$ cat src/rtl/run_monitor_pkg.sv
// Shared types and constants for the run-time monitor: the control FSM
// state encoding and the default RAM window that arms the monitor.
package run_monitor_pkg;

    typedef enum logic [1:0] {
        IDLE = 2'd0,
        RUN  = 2'd1,
        DONE = 2'd2
    } MonState;

    localparam logic [31:0] DEFAULT_WIN_LO = 32'h8000_0000;
    localparam logic [31:0] DEFAULT_WIN_HI = 32'h8FFF_FFFF;

endpackage

$ cat src/rtl/byte_fifo.sv
// Single-clock byte FIFO. Read and write pointers carry one extra wrap bit so
// that equal pointers mean empty and pointers differing only in the wrap bit
// mean full. The head is read combinationally from storage, so a byte written
// into an empty FIFO is visible one cycle after the write.
module byte_fifo #(
    parameter int DEPTH = 16
) (
    input  logic       clk,
    input  logic       reset,
    input  logic       push_i,
    input  logic [7:0] data_i,
    input  logic       pop_i,
    output logic       full_o,
    output logic       empty_o,
    output logic [7:0] head_o
);

    localparam int AW = (DEPTH > 1) ? $clog2(DEPTH) : 1;

    logic [7:0]  mem_q [DEPTH];
    logic [AW:0] wrPtr_q;
    logic [AW:0] rdPtr_q;
    logic        doPush;
    logic        doPop;

    assign empty_o = (wrPtr_q == rdPtr_q);
    assign full_o  = (wrPtr_q[AW] != rdPtr_q[AW]) &&
                     (wrPtr_q[AW-1:0] == rdPtr_q[AW-1:0]);

    // A pop frees a slot in the same cycle, so a full FIFO can still accept a push.
    assign doPop  = pop_i && !empty_o;
    assign doPush = push_i && (!full_o || doPop);

    assign head_o = mem_q[rdPtr_q[AW-1:0]];

    // Pointer update; reset empties the FIFO without touching storage.
    always_ff @(posedge clk) begin
        if (!reset) begin
            wrPtr_q <= '0;
            rdPtr_q <= '0;
        end else begin
            wrPtr_q <= wrPtr_q + {{AW{1'b0}}, doPush};
            rdPtr_q <= rdPtr_q + {{AW{1'b0}}, doPop};
        end
    end

    // Storage write; contents need no reset because the pointers define validity.
    always_ff @(posedge clk) begin
        if (doPush) begin
            mem_q[wrPtr_q[AW-1:0]] <= data_i;
        end
    end

endmodule

$ cat src/rtl/run_monitor.sv
// Run-time monitor that sits beside the core. It arms when the PC first lands
// in the RAM window, counts retired instructions up to a run-time limit, and
// captures per-channel byte streams into FIFOs that are drained round-robin
// through a single valid/ready port.
module run_monitor
    import run_monitor_pkg::*;
#(
    parameter int NUM_CH     = 2,
    parameter int FIFO_DEPTH = 16,
    parameter int CNT_W      = 64,
    parameter int PC_W       = 32,
    parameter logic [PC_W-1:0] WIN_LO = PC_W'(DEFAULT_WIN_LO),
    parameter logic [PC_W-1:0] WIN_HI = PC_W'(DEFAULT_WIN_HI),
    localparam int CH_W = (NUM_CH > 1) ? $clog2(NUM_CH) : 1
) (
    input  logic                clk,
    input  logic                reset,
    input  logic [PC_W-1:0]     pc,
    input  logic                instr_retire,
    input  logic [CNT_W-1:0]    limit,
    input  logic                restart,
    input  logic [NUM_CH-1:0]   ch_valid,
    input  logic [8*NUM_CH-1:0] ch_data,
    output logic                out_valid,
    input  logic                out_ready,
    output logic [7:0]          out_data,
    output logic [CH_W-1:0]     out_ch,
    output logic                armed,
    output logic                done,
    output logic [CNT_W-1:0]    count,
    output logic [NUM_CH-1:0]   overflow
);

    MonState            state_q;
    logic [CNT_W-1:0]   count_q;
    logic [CNT_W-1:0]   count_d;
    logic               armed_q;
    logic               done_q;
    logic               inWindow;

    logic [NUM_CH-1:0]  fifoFull;
    logic [NUM_CH-1:0]  fifoEmpty;
    logic [NUM_CH-1:0]  fifoPush;
    logic [NUM_CH-1:0]  fifoPop;
    logic [7:0]         fifoHead [NUM_CH];
    logic [NUM_CH-1:0]  overflow_q;

    logic [CH_W-1:0]    rrPtr_q;
    logic [CH_W-1:0]    rrPtr_d;
    logic               lock_q;
    logic [CH_W-1:0]    lockCh_q;
    logic               selValid;
    logic [CH_W-1:0]    selCh;
    logic [7:0]         selData;
    logic               popGo;

    assign inWindow = (pc >= WIN_LO) && (pc <= WIN_HI);
    assign count_d  = count_q + CNT_W'(instr_retire);

    // Control FSM: arm on the window hit, count retires, freeze when the limit is reached.
    always_ff @(posedge clk) begin
        if (!reset || restart) begin
            state_q <= IDLE;
            count_q <= '0;
            armed_q <= 1'b0;
            done_q  <= 1'b0;
        end else begin
            case (state_q)
                IDLE: begin
                    if (inWindow) begin
                        state_q <= RUN;
                        armed_q <= 1'b1;
                    end
                end
                RUN: begin
                    count_q <= count_d;
                    if (count_d == limit) begin
                        state_q <= DONE;
                        done_q  <= 1'b1;
                    end
                end
                DONE: begin
                    state_q <= DONE;
                end
                default: begin
                    state_q <= IDLE;
                    armed_q <= 1'b0;
                    done_q  <= 1'b0;
                end
            endcase
        end
    end

    assign armed = armed_q;
    assign done  = done_q;
    assign count = count_q;

    // Grant selection: a stalled grant is held, otherwise search from the RR pointer upward, then wrap.
    always_comb begin
        selValid = 1'b0;
        selCh    = '0;
        if (lock_q) begin
            selValid = 1'b1;
            selCh    = lockCh_q;
        end else begin
            for (int k = 0; k < NUM_CH; k++) begin
                if (!selValid && !fifoEmpty[k] && (CH_W'(k) >= rrPtr_q)) begin
                    selValid = 1'b1;
                    selCh    = CH_W'(k);
                end
            end
            for (int k = 0; k < NUM_CH; k++) begin
                if (!selValid && !fifoEmpty[k] && (CH_W'(k) < rrPtr_q)) begin
                    selValid = 1'b1;
                    selCh    = CH_W'(k);
                end
            end
        end
    end

    // Head mux plus per-channel push/pop decisions; a full FIFO accepts a byte only while it is being popped.
    always_comb begin
        selData  = 8'h00;
        popGo    = selValid && out_ready;
        fifoPop  = '0;
        fifoPush = '0;
        for (int k = 0; k < NUM_CH; k++) begin
            if (selCh == CH_W'(k)) begin
                selData = fifoHead[k];
            end
            fifoPop[k]  = popGo && (selCh == CH_W'(k));
            fifoPush[k] = ch_valid[k] && (!fifoFull[k] || fifoPop[k]);
        end
        rrPtr_d = rrPtr_q;
        if (popGo) begin
            rrPtr_d = (selCh == CH_W'(NUM_CH - 1)) ? '0 : selCh + CH_W'(1);
        end
    end

    assign out_valid = selValid;
    assign out_data  = selValid ? selData : 8'h00;
    assign out_ch    = selValid ? selCh : '0;

    // Arbiter state: RR pointer advances past each popped channel; the grant locks while the consumer stalls.
    always_ff @(posedge clk) begin
        if (!reset) begin
            rrPtr_q  <= '0;
            lock_q   <= 1'b0;
            lockCh_q <= '0;
        end else begin
            rrPtr_q  <= rrPtr_d;
            lock_q   <= selValid && !out_ready;
            lockCh_q <= selCh;
        end
    end

    // Sticky drop flags, one per channel, cleared only by reset.
    always_ff @(posedge clk) begin
        if (!reset) begin
            overflow_q <= '0;
        end else begin
            overflow_q <= overflow_q | (ch_valid & fifoFull & ~fifoPop);
        end
    end

    assign overflow = overflow_q;

    for (genvar k = 0; k < NUM_CH; k++) begin : gCh
        byte_fifo #(
            .DEPTH (FIFO_DEPTH)
        ) uFifo (
            .clk     (clk),
            .reset   (reset),
            .push_i  (fifoPush[k]),
            .data_i  (ch_data[8*k +: 8]),
            .pop_i   (fifoPop[k]),
            .full_o  (fifoFull[k]),
            .empty_o (fifoEmpty[k]),
            .head_o  (fifoHead[k])
        );
    end

endmodule
$ cat config.mk
export PLATFORM = sky130hd
export DESIGN_NAME = run_monitor
export DESIGN_NICKNAME = d
export VERILOG_FILES = /design/src/rtl/run_monitor_pkg.sv /design/src/rtl/byte_fifo.sv /design/src/rtl/run_monitor.sv
export SDC_FILE = /design/constraint.sdc
export NUM_CORES = 1
export LEC_CHECK = 0
export BUFFER_PORTS_ARGS = -buffer_cell sky130_fd_sc_hd__buf_2
export CAP_MARGIN = 20
export CORE_ASPECT_RATIO = 0.6
export CORE_MARGIN = 5
export CORE_UTILIZATION = 30
export CTS_BUF_LIST = sky130_fd_sc_hd__clkbuf_16
export DETAILED_ROUTE_END_ITERATION = 6
export PLACE_DENSITY_LB_ADDON = 0.25
export REMOVE_ABC_BUFFERS = 1
export SLEW_MARGIN = 30
export SYNTH_ARGS = -nofsm -noshare
export SYNTH_HDL_FRONTEND = slang
export SYNTH_SLANG_ARGS = --single-unit
$ cat constraint.sdc
create_clock -name clk -period 6.42 [get_ports clk]
set_input_delay 1.284 -clock clk [delete_from_list [all_inputs] [get_ports clk]]
set_output_delay 1.284 -clock clk [all_outputs]
set_load 0.1 [all_outputs]
; After elaboration in Yosys (flattened, before gate mapping)
; Memories as Yosys holds them, arrays and structs flattened. A register that Yosys moved wholly into a read port is not among the register bits.
; Cells that the tools add are included.
; W data, S select, Z words.
[word_totals]
n_memories = 2
ram_bits = 256
ff_bits = 93
output_inout_bits = 78
word_cells = 113
[mem_list]
columns = name, depth, word_bits, rd, rd_ports_with_merged_regs, wr, line
row1 = gCh[0].uFifo.mem_q, 16, 8, 1, 1, 1, byte_fifo.sv:20  ; logic [7:0] mem_q [DEPTH];
row2 = gCh[1].uFifo.mem_q, 16, 8, 1, 1, 1, byte_fifo.sv:20
[classes]
order_cmp = 6
bitwise = 7
addsub = 6
reduce_logical = 40
mux = 29
n_eq_ne = 11
[op_table]
columns = op, n
row1 = $add A64 B1 Y64, 1
row2 = $eq A64 B64 Y1, 1
row3 = $ge A32 B32 Y1 const B, 1
row4 = $le A32 B32 Y1 const B, 1
row5 = $add A5 B1 Y5, 4
row6 = $logic_and A1 B1 Y1, 20
row7 = $mux W1, 20
row8 = $mux W8, 2
row9 = $eq A5 B5 Y1, 2
row10 = $logic_not A1 Y1, 9
row11 = $eq A4 B4 Y1, 2
row12 = $mux W4, 2
row13 = $pmux W2 S3, 1
row14 = $reduce_and A2 Y1, 3
row15 = $logic_or A1 B1 Y1, 5
row16 = $and A2 B2 Y2, 2
row17 = $mux W2, 2
row18 = $ne A2 B2 Y1 const B, 2
row19 = $pmux W1 S2, 2
row20 = $reduce_or A2 Y1, 2
row21 = $not A1 Y1, 3
row22 = $eq A2 B1 Y1 const B, 1
row23 = $eq A2 B2 Y1 const B, 1
row24 = $ge A1 B1 Y1 const A, 2
row25 = 6 further kinds, 8

; Logic depth before layout (Yosys ltp)
; Gate-level depths: netlist of run 1.
[logic_depth]
word_depth = 27
depth_mapped = 14
depth_no_buf = 13

; Modules after synthesis
; A second synthesis of run 1 with hierarchy kept.
[hier_totals]
hier_cells = 1341
area_unflattened_um2 = 17177.7
[by_module_without_submodules]
columns = mod, cells_each, n_inst, area_per_inst_um2, seq_area_each_um2
row1 = run_monitor, 750, 1, 5814.3, 1461.4
row2 = byte_fifo (gCh[1].uFifo), 295, 1, 5684.2, 4043.9
row3 = byte_fifo (gCh[0].uFifo), 296, 1, 5679.2, 4043.9

; Worst setup path before layout of run 1
; OpenSTA, ideal clock, no wires.
[synth_timing]
path_type = reg2out
from = register gCh[1].uFifo.wrPtr_q[3]
to = output port out_data[1]
stages_incl_launch_ff = 9
setup_slack_ps = 716
n_path_buf = 2
t_arrival_ps = 4420
path_cell_list = dfxtp_1 clkbuf_1 xor2_1 nor4_1 inv_1 nor2_1 o31ai_1 clkbuf_1 o21ai_0
[synth_between]
elab_chain_len = 18
word_cells_on_any_way = 22
cone_classes = 1 x eq/ne / 12 x mux / 9 x reduce/logical
[synth_lines]
columns = element, line
row1 = from (decl), byte_fifo.sv:21  ; logic [AW:0] wrPtr_q;
row2 = from (signal assigned), byte_fifo.sv:42  ; wrPtr_q <= wrPtr_q + {{AW{1'b0}}, doPush};
row3 = $eq A5 B5 Y1 *, byte_fifo.sv:26  ; assign empty_o = (wrPtr_q == rdPtr_q);
row4 = $logic_not A1 Y1 *, "run_monitor.sv:107, run_monitor.sv:113"
row5 = $logic_and A1 B1 Y1 (2 in series), run_monitor.sv:107  ; if (!selValid && !fifoEmpty[k] && (CH_W'(k) >= rrPtr_q)) begin
row6 = $mux W1, run_monitor.sv:107
row7 = $mux W1, run_monitor.sv:102  ; if (lock_q) begin
row8 = $logic_not A1 Y1, run_monitor.sv:113  ; if (!selValid && !fifoEmpty[k] && (CH_W'(k) < rrPtr_q)) begin
row9 = $logic_and A1 B1 Y1 (2 in series), run_monitor.sv:113
row10 = $mux W1, run_monitor.sv:113
row11 = $mux W1, run_monitor.sv:102
row12 = $logic_not A1 Y1, run_monitor.sv:113
row13 = $logic_and A1 B1 Y1 (2 in series), run_monitor.sv:113
row14 = $mux W1, run_monitor.sv:113
row15 = $mux W1, run_monitor.sv:102
row16 = $mux W8, run_monitor.sv:128  ; if (selCh == CH_W'(k)) begin
row17 = $mux W8 *, run_monitor.sv:141  ; assign out_data = selValid ? selData : 8'h00;
row18 = to (decl), run_monitor.sv:26  ; output logic [7:0] out_data,
; Mark *: on every way between the ends. The rest lies on a longest branch, timed or not. The select of a mux whose other input is x is not followed.

; Worst setup path in the final report of run 1
[layout_timing]
from = input port instr_retire
to = register state_q[1]
[layout_between]
elab_chain_len = 4
[layout_lines]
columns = element, line
row1 = from (decl), run_monitor.sv:19  ; input logic instr_retire,
row2 = $add A64 B1 Y64, run_monitor.sv:58  ; assign count_d = count_q + CNT_W'(instr_retire);
row3 = $eq A64 B64 Y1, run_monitor.sv:77  ; if (count_d == limit) begin
row4 = $ne A2 B2 Y1 (no source line), n/a
row5 = $reduce_and A2 Y1 (no source line), n/a
row6 = to (signal assigned), run_monitor.sv:63  ; state_q <= IDLE;
row7 = to (signal assigned), run_monitor.sv:78  ; state_q <= DONE;
row8 = to (signal assigned), run_monitor.sv:83  ; state_q <= DONE;
row9 = to (decl), run_monitor.sv:34  ; MonState state_q;
; No other way between the ends.
; A chain may end at the register's enable or synchronous reset.

==> summary.md, run 1 <==
| Metric | Value |
|---|---|
| Dominant synthesized flop cell | `edfxtp_1` |
| Post-synthesis register bit count | `349` |
| Simple-gate area share of the yosys netlist | `13.70%` |
| Fill count | `5293` |
| CTS tree | `built` |
| Initial Utilization | `30.18%` |
| CP required | `6.85 ns` |
| CTS Hold Bufs | `0` |
| Critical Path Start | `instr_retire` |
| Final setup fails | `0` |
| DP Cell Count | `2065` |
| Switch share | `27.07%` |
| Synth Area in Compound Gates | `4.551%` |
| Hold Path Origin | `overflow[1]` |
| Cts bufs inserted | `36` |
| Largest net degree at the start of global routing | `39` |
| Gp weighted congestion | `0.8714` |
| Critical path type | `in -> reg` |
| Syn Area/Cell | `13.16 µm²` |
| Core Util, Final | `35.27%` |
| Wire length per cell | `21.30 µm` |
| PnR Total Power | `5.139 mW` |
| I/O pin total | `197` |
| Initial antenna violation count | `5` |
| Worst-Skew Late Latency | `0.54 ns` |
| Share of layout cells above drive strength 1 | `24.01%` |
| Worst EP arrival | `5.29 ns` |
| Synth Instances | `1235` |
| Flop pwr share | `48.4%` |
| Critical path launch point type | `input port` |
| Multi-input gate area | `6435 µm²` |
| Reg-to-Reg Start | `count[0]` |
| Seq/Total Area, Yosys | `58.78%` |
| Die area | `59060 µm²` |
| Total clock sinks | `349` |
| Clock Power Share | `38.2%` |
| Register area | `9552 µm²` |
| Worst hold path type | `reg -> reg` |
| Gate power share | `13.4%` |
| Antenna viol nets, final | `0` |
| Max_slew headroom | `38.11%` |
| # H-tree levels | `2` |
| DR pass1 iterations | `5` |
| Max-slew violations | `0` |
| Crit path max fanout | `10` |
| Static Leak | `6.158 nW` |
| Die X | `310.4 µm` |
| Post-detailed-routing wire length | `45.41 mm` |
| First-pass GRT wire length | `67.79 mm` |
| Port bufs | `168` |
| Pint | `3.748 mW` |
| Area Overhead vs Synth | `16.87%` |
| Mux cell area share after synthesis | `11.60%` |
| Initial DRC count | `893` |
| CTS root buf | `clkbuf_16` |
| Layout Cells excl Fill | `2132` |
| Gr ovfl total | `0` |
| Clock buffer depth | `3` |
| FMAX | `0.2056 GHz` |
| Library cells used by synthesis | `61` |
| P per Cell Area | `270.7 nW/µm²` |
| Peak VDD IR | `0.0001543 V` |
| Final nets | `1521` |
| Largest family of logic cells by synthesized area | `simple AND/OR/NAND/NOR gates` |
| Ys Warns | `0` |
| Die Y | `190.3 µm` |
| Vias in the first global route | `10740` |
| CORE AREA | `53840 µm²` |
| Worst-Margin Slew | `0.9233 ns` |
| Number of flops mapped to enable cells by yosys | `256` |
| Cts repair resizes | `0` |
| DR vias/cell | `5.085` |
| Outcome | `complete, no violations` |
| Switching power of the nets | `1.391 mW` |
| Async set-or-reset flop fraction in the synthesized netlist | `0%` |
| # rows | `66` |
| Gr usage total | `15.07%` |
| DRC viols | `0` |
| Setup Buffers After CTS | `0` |
| Max Cap Violations | `0` |
| Final worst path period share | `75.75%` |
| Min Clock Period, post-route | `4.863 ns` |
| Clock-pin slew on the worst setup and hold paths | `0.06 ns` |
| Synth Area in Adders | `1.001%` |
| Area share of xor/xnor cells in the synthesized design | `8.410%` |
| Clk_skew | `0.01230 ns` |
| Post-Syn Area | `16250 µm²` |
| Final-report hold violation count | `0` |
| Setup crit end kind | `flop` |
| Setup TNS | `0 ns` |
| Vias post-DR | `10840` |
| RSZ-0062 raised after global routing | `no` |
| Final HPWL from detailed placement | `32.94 mm` |
==> flip-flops by register name (all words and copies together) (netlist names) <==
| name | cells |
|---|---|
| overflow | 2 |
| lock_q | 1 |
| lockCh_q | 1 |
| armed | 1 |
| gCh.uFifo.rdPtr_q | 10 |
| rrPtr_q | 1 |
| gCh.uFifo.mem_q | 256 |
| state_q | 2 |
| done | 1 |
| gCh.uFifo.wrPtr_q | 10 |
| count | 64 |
==> layer usage <==
| metal | track usage (%) | up-vias | part of all wire (%) |
|---|---|---|---|
| met5 | 0 | - | 0.015 |
| met4 | 2.806 | 2 | 1.5 |
| met3 | 3.386 | 56 | 7.6 |
| met2 | 21.79 | 380 | 42 |
| met1 | 23.31 | 5397 | 48 |
| li1 | - | 5006 | - |
==> power by group through the flow <==
stage | Combinational [mW] | Clock [mW] | Sequential [mW]
floorplan | 0.477 | 0 | 2.54
global placement | 0.687 | 0 | 2.54
detailed placement | 0.693 | 0 | 2.54
CTS | 0.694 | 2.05 | 2.49
global route | 0.733 | 2.13 | 2.49
finish | 0.688 | 1.96 | 2.49
==> through the flow <==
stage               worst slack (ns)  hold slack (ns)  instance area [µm²]
global route                   1.327           0.5618                18990
floorplan                     -2.829           0.5014                15990
detailed placement             1.034           0.4819                17870
finish                         1.557           0.4914                18990
CTS                            1.547           0.4984                18960
global placement               1.079           0.4778                17870
==> critical path, stage by stage <==
cell and delay, ns:
buf_2 0.08, ha_1 0.20, ha_1 0.26, nand4_1 0.16, or4_1 0.67, or4_1 0.77, nor4_1 0.41, xnor2_1 0.11
nor4_1 0.36, nand4_1 0.30, o21ai_0 0.31, a211oi_1 0.12, a41o_1 0.22
==> path summary, 6_finish.rpt <==
path,endpoint,slack (ns),cells after the start
max reg2reg,state_q[1],2.01,12
min,overflow[1],0.49,2
max,state_q[1],1.56,13
min reg2reg,overflow[1],0.49,2
==> cells in the final DEF, fill, tap and decap left out, types with 26 or more instances in the layout <==
master     synthesis  final
o21ai_0           38     38
nand3_1           43     43
nor2_1           107    105
mux4_2            80     80
edfxtp_1         256    256
or3_1             30     30
dfxtp_1           93     91
nand2_1           63     63
a21oi_1           42     42
clkbuf_16          0     36
xor2_1            58     58
nor4_1            28     26
nand4_1           42     42
buf_2              2    168
xnor2_1           98     98
==> cell usage after synthesis (13+ instances only) <==
| cell type | n | area (µm²) |
|---|---|---|
| o21ai_0 | 38 | 190.2 |
| nand2_1 | 63 | 236.5 |
| nand4_1 | 42 | 262.8 |
| nor2_1 | 107 | 401.6 |
| dfxtp_1 | 93 | 1862 |
| mux4_2 | 80 | 1802 |
| a21oi_1 | 42 | 210.2 |
| nor4_1 | 28 | 175.2 |
| inv_1 | 17 | 63.81 |
| ha_1 | 13 | 162.7 |
| xor2_1 | 58 | 508.0 |
| or3_1 | 30 | 187.7 |
| clkbuf_1 | 50 | 187.7 |
| and2_1 | 23 | 143.9 |
| nand3_1 | 43 | 215.2 |
| nor3_1 | 30 | 150.1 |
| xnor2_1 | 98 | 858.3 |
| edfxtp_1 | 256 | 7687 |
==> kinds of logic after synthesis <==
group,Yosys count
simple gates,425
flops,349
xor+xnor,156
compound gates,121
mux,88
buf+inv,83
fa+ha+maj,13
==> area by class of cell <==
type	instances	share of cell area, %
sequential	349	50.30
multi-input combinational	803	33.89
timing repair buffer	182	4.982
clock buffer	36	4.744
tap	714	4.705
clock inverter	29	1.015
inverter	17	0.3361
antenna	2	0.02636
Note: power is estimated with default switching activity, not from simulation.
==> run 2, diff against run 1 <==
--- a/config.mk
+++ b/config.mk
@@ -5,6 +5,7 @@
 export SDC_FILE = /design/constraint.sdc
 export NUM_CORES = 1
 export LEC_CHECK = 0
+export ABC_AREA = 1
 export BUFFER_PORTS_ARGS = -buffer_cell sky130_fd_sc_hd__buf_2
 export CAP_MARGIN = 20
 export CORE_ASPECT_RATIO = 0.6
==> constraint.sdc (replaced) <==
create_clock -name clk -period 4.7 [get_ports clk]
set_input_delay 0.94 -clock clk [delete_from_list [all_inputs] [get_ports clk]]
set_output_delay 0.94 -clock clk [all_outputs]
set_load 0.1 [all_outputs]
==> summary.md, run 2 <==
| Metric | Value |
|---|---|
| Outcome | `complete, no violations` |
| Flop pwr share | `44.8% (-3.6 points)` |
| Final worst path period share | `90.09%` |
| DR pass1 iterations | `5 (unchanged)` |
| Async set-or-reset flop fraction in the synthesized netlist | `0% (unchanged)` |
| Final setup fails | `0 (unchanged)` |
| Initial DRC count | `1543 (+73%)` |
| Critical path type | `reg -> out` |
| Number of diodes | `0 (-2)` |
| Worst-Skew Late Latency | `0.54 ns (about the same)` |
| Final HPWL from detailed placement | `41.26 mm (+25%)` |
| Clock-pin slew on the worst setup and hold paths | `0.06 ns (about the same)` |
| Initial antenna violation count | `0 (-5)` |
| Library cells used by synthesis | `47 (-23%)` |
| Seq/Total Area, Yosys | `54.17% (-4.6 points)` |
| Worst EP arrival | `3.29 ns (-2.00 ns)` |
| # rows | `68 (+3.0%)` |
| Synth top area cells | `edfxtp_1 44%, nand2_1 13%, dfxtp_1 11%` |
| Total clock sinks | `349 (unchanged)` |
| CTS tree | `built` |
| Cts bufs inserted | `35 (-2.8%)` |
| Peak VDD IR | `0.0004318 V (+180%)` |
| Dominant synthesized flop cell | `edfxtp_1` |
| Setup Buffers After CTS | `0 (unchanged)` |
| P per Cell Area | `365.3 nW/µm² (+35%)` |
| Post-Syn Area | `17630 µm² (+8.5%)` |
| Ys Warns | `0 (unchanged)` |
| CP delay by family, top | `simple AND/OR/NAND/NOR gates` |
| Initial Utilization | `30.47% (+0.30 points)` |
| Critical Path Slowest Stage Cell | `o32ai_1` |
| Clock Power Share | `37.6% (-0.6 points)` |
| Finished Cell Area | `20720 µm² (+9.1%)` |
| Die Y | `197.8 µm (+3.9%)` |
| Worst R2R Setup Slack | `1.25 ns (-0.76 ns)` |
| Layout Cells excl Fill | `3054 (+43%)` |
| CTS root buf | `clkbuf_16` |
| Cts repair resizes | `0 (unchanged)` |
| Commonest non-fill, non-tap cell in the layout | `nand2_1` |
| Vias post-DR | `15170 (+40%)` |
| Static Leak | `8.369 nW (+36%)` |
| Wire length per cell | `18.65 µm (-12%)` |
| Post-synth top area cell | `edfxtp_1` |
| Max-slew violations | `0 (unchanged)` |
| Switching power of the nets | `2.253 mW (+62%)` |
| DRC viols | `0 (unchanged)` |
| Max_slew headroom | `37.90% (-0.21 points)` |
| Most frequent cells in the layout | `601 x nand2_1, 256 x edfxtp_1, 230 x inv_1, 222 x nor2_1` |
| Pint | `5.317 mW (+42%)` |
| Clock buffer depth | `3 (unchanged)` |
| Synth cell count leaders | `601 x nand2_1, 256 x edfxtp_1, 226 x inv_1` |
| DP Cell Count | `2991 (+45%)` |
| CP required | `3.76 ns (-3.09 ns)` |
| Gr usage total | `17.23% (+2.2 points)` |
| Final-report hold violation count | `0 (unchanged)` |
| Critical path launch point type | `flop` |
| Vias in the first global route | `13870 (+29%)` |
| I/O pin total | `197 (unchanged)` |
| Multi-input gate area | `6925 µm² (+7.6%)` |
| Post-detailed-routing wire length | `56.97 mm (+25%)` |
| Register area | `9552 µm² (unchanged)` |
| # H-tree levels | `2 (unchanged)` |
| Area Overhead vs Synth | `17.56%` |
| Antenna viol nets, final | `0 (unchanged)` |
| Switch share | `29.76% (+2.7 points)` |
| Share of layout cells above drive strength 1 | `13.31% (-11 points)` |
| Final nets | `2390 (+57%)` |
| Gp weighted congestion | `0.9078 (+4.2%)` |
| Fill count | `5994 (+13%)` |
| Gr ovfl total | `0 (unchanged)` |
| Clk_skew | `0.009366 ns (-0.002937 ns)` |
| Number of flops mapped to enable cells by yosys | `256 (unchanged)` |
| Syn Area/Cell | `8.451 µm² (-36%)` |
| Die X | `323.0 µm (+4.0%)` |
| Largest net degree at the start of global routing | `67 (+72%)` |
| Critical path's largest stage delay | `0.66 ns (-0.11 ns)` |
| CORE AREA | `57860 µm² (+7.5%)` |
| CP cell instances | `xor2_1, a21oi_1, nand4_1, nor2_1, inv_1, nor2_1, nor2_1, nand2_2, nand2_1, o32ai_1, buf_12` |
| Die area | `63870 µm² (+8.1%)` |
| Max Cap Violations | `0 (unchanged)` |
| Worst-Margin Slew | `0.9281 ns (+0.004754 ns)` |
| Max reg flops | `256 (unchanged)` |
| Cell area after placement | `19600 µm² (+9.7%)` |
| First-pass GRT wire length | `84.55 mm (+25%)` |
| Gate power share | `17.6% (+4.2 points)` |
| DR vias/cell | `4.969 (-2.3%)` |
| Most numerous cell in the Yosys netlist | `nand2_1` |
| CTS Hold Bufs | `0 (unchanged)` |
| Worst hold path type | `reg -> reg` |
| Post-synthesis register bit count | `349 (unchanged)` |
| FMAX | `0.2362 GHz` |
| RSZ-0062 raised after global routing | `no` |
| Top cell type's share of synthesized area | `43.61% (-3.7 points)` |
| Min Clock Period, post-route | `4.234 ns` |
| Synth Instances | `2086 (+69%)` |
| Cell repeated most along the worst path | `nor2_1` |
| Setup crit end kind | `output pin` |
| Worst path bufs/invs | `2 (+1)` |
| Crit path max fanout | `12 (+2)` |
| Port bufs | `168 (unchanged)` |
-- run 2: layout make-up --
class	count	share of cell area [%]
inverters	234	4.238
flip-flops and latches	349	46.09
well taps	770	4.649
clock buffers	35	4.226
repair buffers	207	6.170
clock inverters	28	1.213
multi-input cells	1431	33.42
-- run 2: per-layer routing --
layer  routed length (µm)  share of wire [%]  GRT usage [%]
met3                 4347                7.6          3.453
met1                27550                 48          26.17
met5                    0                  0              0
met4                  995                1.7          3.342
met2                24080                 42          25.54
-- run 2: final timing paths --
path	start	to	cells past startpoint
worst max-delay path	gCh[1].uFifo.rdPtr_q[1]	out_data[2]	11
worst min-delay path	done	done	2
worst max register to register	gCh[0].uFifo.rdPtr_q[1]	gCh[1].uFifo.mem_q[15][1]	12
worst min register to register	done	done	2
-- run 2: kinds of logic (layout without fill, tap and decap cells) --
family,count (synthesis),count (layout),share of synthesized area (%)
XOR/XNOR,39,39,2.143
AO/OA/AOI/OAI,344,344,11.77
flip-flops,349,349,54.17
AND/OR/NAND/NOR,1035,1035,24.41
buffers and inverters,306,504,6.579
adder cells (fa/ha/maj),13,13,0.9227
-- run 2: worst min-delay path, cell delays in order (launching register included) --
cell and delay, ns:
dfxtp_1 0.32, nor2_1 0.04, nor2_1 0.07
-- run 2: metrics by stage --
step           hold slack [ns]  TNS (ns)  utilization [%]  total power [mW]  worst slack (ns)
2_1_floorplan           0.4500    -17.12                -             4.273            -2.551
3_3_place_gp            0.4501         0            33.87             4.780            0.6322
3_5_place_dp            0.4568         0            33.87             4.790            0.6878
4_1_cts                 0.4738         0            35.82             7.663            0.4172
5_1_grt                 0.4852         0            35.82             7.885            0.1919
6_report                0.4657         0            35.82             7.570            0.4656
-- run 2: power by group through the flow --
stage | Combinational (mW) | Sequential (mW) | Clock, mW
2_1_floorplan | 0.731 | 3.54 | 0
3_3_place_gp | 1.32 | 3.46 | 0
3_5_place_dp | 1.33 | 3.46 | 0
4_1_cts | 1.34 | 3.39 | 2.94
5_1_grt | 1.42 | 3.39 | 3.07
6_report | 1.33 | 3.39 | 2.85
==> run 3, diff against run 2 <==
--- a/config.mk
+++ b/config.mk
@@ -8,6 +8,8 @@
 export ABC_AREA = 1
 export BUFFER_PORTS_ARGS = -buffer_cell sky130_fd_sc_hd__buf_2
 export CAP_MARGIN = 20
+export CELL_PAD_IN_SITES_DETAIL_PLACEMENT = 0
+export CELL_PAD_IN_SITES_GLOBAL_PLACEMENT = 1
 export CORE_ASPECT_RATIO = 0.6
 export CORE_MARGIN = 5
 export CORE_UTILIZATION = 30
==> summary.md, run 3 (synthesis gave the netlist of run 2 again) <==
| Metric | Value |
|---|---|
| Outcome | `complete, no violations` |
| Max_slew headroom | `38.53% (+0.63 points)` |
| Switch share | `29.39% (-0.37 points)` |
| Area Overhead vs Synth | `18.50%` |
| CP cell instances | `clkinv_1, buf_4, a32o_1, nand2_1, o21ai_0, o31ai_1, buf_12` |
| Final HPWL from detailed placement | `43.13 mm (+4.5%)` |
| Final worst path period share | `91.44% (+1.3 points)` |
| Layout Cells excl Fill | `3067 (+0.43%)` |
| First-pass GRT wire length | `87.57 mm (+3.6%)` |
| Critical Path Slowest Stage Cell | `dfxtp_1` |
| Clk_skew | `0.02916 ns (+0.01979 ns)` |
| Hold Path Sink | `armed` |
| Worst R2R End | `gCh[1].uFifo.mem_q[12][6]` |
| Die Y | `197.8 µm (unchanged)` |
| Initial antenna violation count | `2 (+2)` |
| # H-tree levels | `2 (unchanged)` |
| Max Cap Violations | `0 (unchanged)` |
| Cts bufs inserted | `37 (+5.7%)` |
| Initial DRC count | `1410 (-8.6%)` |
| Worst-Skew Late Latency | `0.57 ns (+0.03 ns)` |
| Gate power share | `17.1% (-0.5 points)` |
| Gr ovfl total | `0 (unchanged)` |
| Gp weighted congestion | `0.8943 (-1.5%)` |
| Cts repair resizes | `0 (unchanged)` |
| Worst R2R Setup Slack | `1.28 ns (+0.03 ns)` |
| Port bufs | `168 (unchanged)` |
| DRC viols | `0 (unchanged)` |
| Post-detailed-routing wire length | `58.92 mm (+3.4%)` |
| Fill count | `6023 (+0.48%)` |
| Setup Buffers After CTS | `0 (unchanged)` |
| Final setup fails | `0 (unchanged)` |
| Crit path max fanout | `30 (+18)` |
| Die X | `323.0 µm (unchanged)` |
| Die area | `63870 µm² (unchanged)` |
| Register area | `9552 µm² (unchanged)` |
| Vias in the first global route | `14180 (+2.2%)` |
| Static Leak | `8.428 nW (+0.70%)` |
| Flop pwr share | `43.6% (-1.2 points)` |
| Hold Path Origin | `armed` |
| Wire length per cell | `19.21 µm (+3.0%)` |
| DP Cell Count | `2998 (+0.23%)` |
| Clock-pin slew on the worst setup and hold paths | `0.06 ns (about the same)` |
| CTS tree | `built` |
| Total clock sinks | `349 (unchanged)` |
| Critical path launch point type | `flop` |
| Worst EP arrival | `3.36 ns (+0.07 ns)` |
| FMAX | `0.2327 GHz (-1.5%)` |
| I/O pin total | `197 (unchanged)` |
| Min Clock Period, post-route | `4.298 ns (+0.06331 ns)` |
| CORE AREA | `57860 µm² (unchanged)` |
| # rows | `68 (unchanged)` |
| Final nets | `2399 (+0.38%)` |
| Clock buffer depth | `3 (unchanged)` |
| Pint | `5.502 mW (+3.5%)` |
| DR vias/cell | `4.873 (-1.9%)` |
| Vias post-DR | `14940 (-1.5%)` |
| Final-report hold violation count | `0 (unchanged)` |
| Reg-to-Reg Start | `gCh[0].uFifo.rdPtr_q[1]` |
| Worst r2r path cells | `11 (-1)` |
| Multi-input gate area | `6930 µm² (about the same)` |
| Max reg flops | `256 (unchanged)` |
| Most frequent cells in the layout | `601 x nand2_1, 256 x edfxtp_1, 228 x inv_1, 222 x nor2_1, 160 x a21oi_1` |
| RSZ-0062 raised after global routing | `no` |
| Clock Power Share | `39.3% (+1.7 points)` |
| Worst hold path type | `reg -> reg` |
| Largest net degree at the start of global routing | `73 (+9.0%)` |
| Initial Utilization | `30.47% (unchanged)` |
| Share of layout cells above drive strength 1 | `13.59% (+0.28 points)` |
| Hold path cells | `2 (unchanged)` |
| CTS Hold Bufs | `0 (unchanged)` |
| CP required | `3.76 ns (about the same)` |
| DR pass1 iterations | `5 (unchanged)` |
| Dpl ws | `0.6354 ns (-0.05245 ns)` |
| Switching power of the nets | `2.290 mW (+1.7%)` |
| Commonest non-fill, non-tap cell in the layout | `nand2_1` |
| PnR worst setup slack | `0.4023 ns (-0.06331 ns)` |
| Gr usage total | `18.01% (+0.79 points)` |
| CTS root buf | `clkbuf_16` |
| Max-slew violations | `0 (unchanged)` |
| Peak VDD IR | `0.0004627 V (+7.2%)` |
| Critical path type | `reg -> out` |
| Critical path's largest stage delay | `0.73 ns (+0.07 ns)` |
| Worst-Margin Slew | `0.9187 ns (-0.009397 ns)` |
| Antenna viol nets, final | `0 (unchanged)` |
| P per Cell Area | `373.0 nW/µm² (+2.1%)` |
| Setup crit end kind | `output pin` |
==> run 3: layout make-up <==
cell class / instances / share of cell area (%)
clock buffer: 38 / 4.552
clock inverter: 30 / 1.401
antenna: 1 / 0.01198
tap: 770 / 4.612
multi-input combinational: 1431 / 33.17
timing repair buffer: 214 / 6.324
sequential: 349 / 45.72
inverter: 234 / 4.204
==> run 3: power by group through the flow <==
stage | combinational (mW) | sequential [mW] | clock, mW
2_1_floorplan | 0.731 | 3.54 | 0
3_3_place_gp | 1.33 | 3.46 | 0
3_5_place_dp | 1.34 | 3.47 | 0
4_1_cts | 1.34 | 3.40 | 3.15
5_1_grt | 1.43 | 3.40 | 3.28
6_report | 1.33 | 3.40 | 3.06
==> run 3: worst max path at each step <==
| stage | start | to | slack, ns | depth (start not counted) |
|---|---|---|---|---|
| 6_report | gCh[0].uFifo.rdPtr_q[1] | out_data[6] | 0.40 | 7 |
| 4_1_cts | gCh[0].uFifo.rdPtr_q[1] | out_data[6] | 0.36 | 7 |
| 5_1_grt | gCh[1].uFifo.rdPtr_q[3] | out_data[2] | 0.22 | 11 |
| 3_5_place_dp | instr_retire | state_q[1] | 0.64 | 22 |
| 3_3_place_gp | instr_retire | state_q[1] | 0.56 | 22 |
| 2_1_floorplan | gCh[1].uFifo.rdPtr_q[0] | out_data[2] | -2.55 | 12 |
==> run 3: through the flow <==
stage	hold slack (ns)	util [%]	setup TNS [ns]	total power, mW	cell area, µm²
floorplan	0.4500	-	-17.12	4.273	17350
global placement	0.4529	33.96	0	4.799	19650
detailed placement	0.4662	33.96	0	4.804	19650
CTS	0.4780	36.11	0	7.896	20890
global route	0.5078	36.11	0	8.111	20890
finish	0.4749	36.11	0	7.792	20890
==> run 3: layer usage <==
layer  wire (µm)  GRT usage, %  vias up  part of all wire, %
met1       29100         27.21     7070                   49
met5           0             0        -                    0
li1            -             -     7388                    -
met3        3663         2.677       72                  6.2
met4        1077         3.712        0                  1.8
met2       25080         27.50      414                   43
==> run 3: critical path, delay by kind of cell, from the launching register on <==
family                 cells  cell delay, ns
AO/OA/AOI/OAI              3            1.20
buffers and inverters      3            0.78
flip-flops                 1            0.73
AND/OR/NAND/NOR            1            0.07
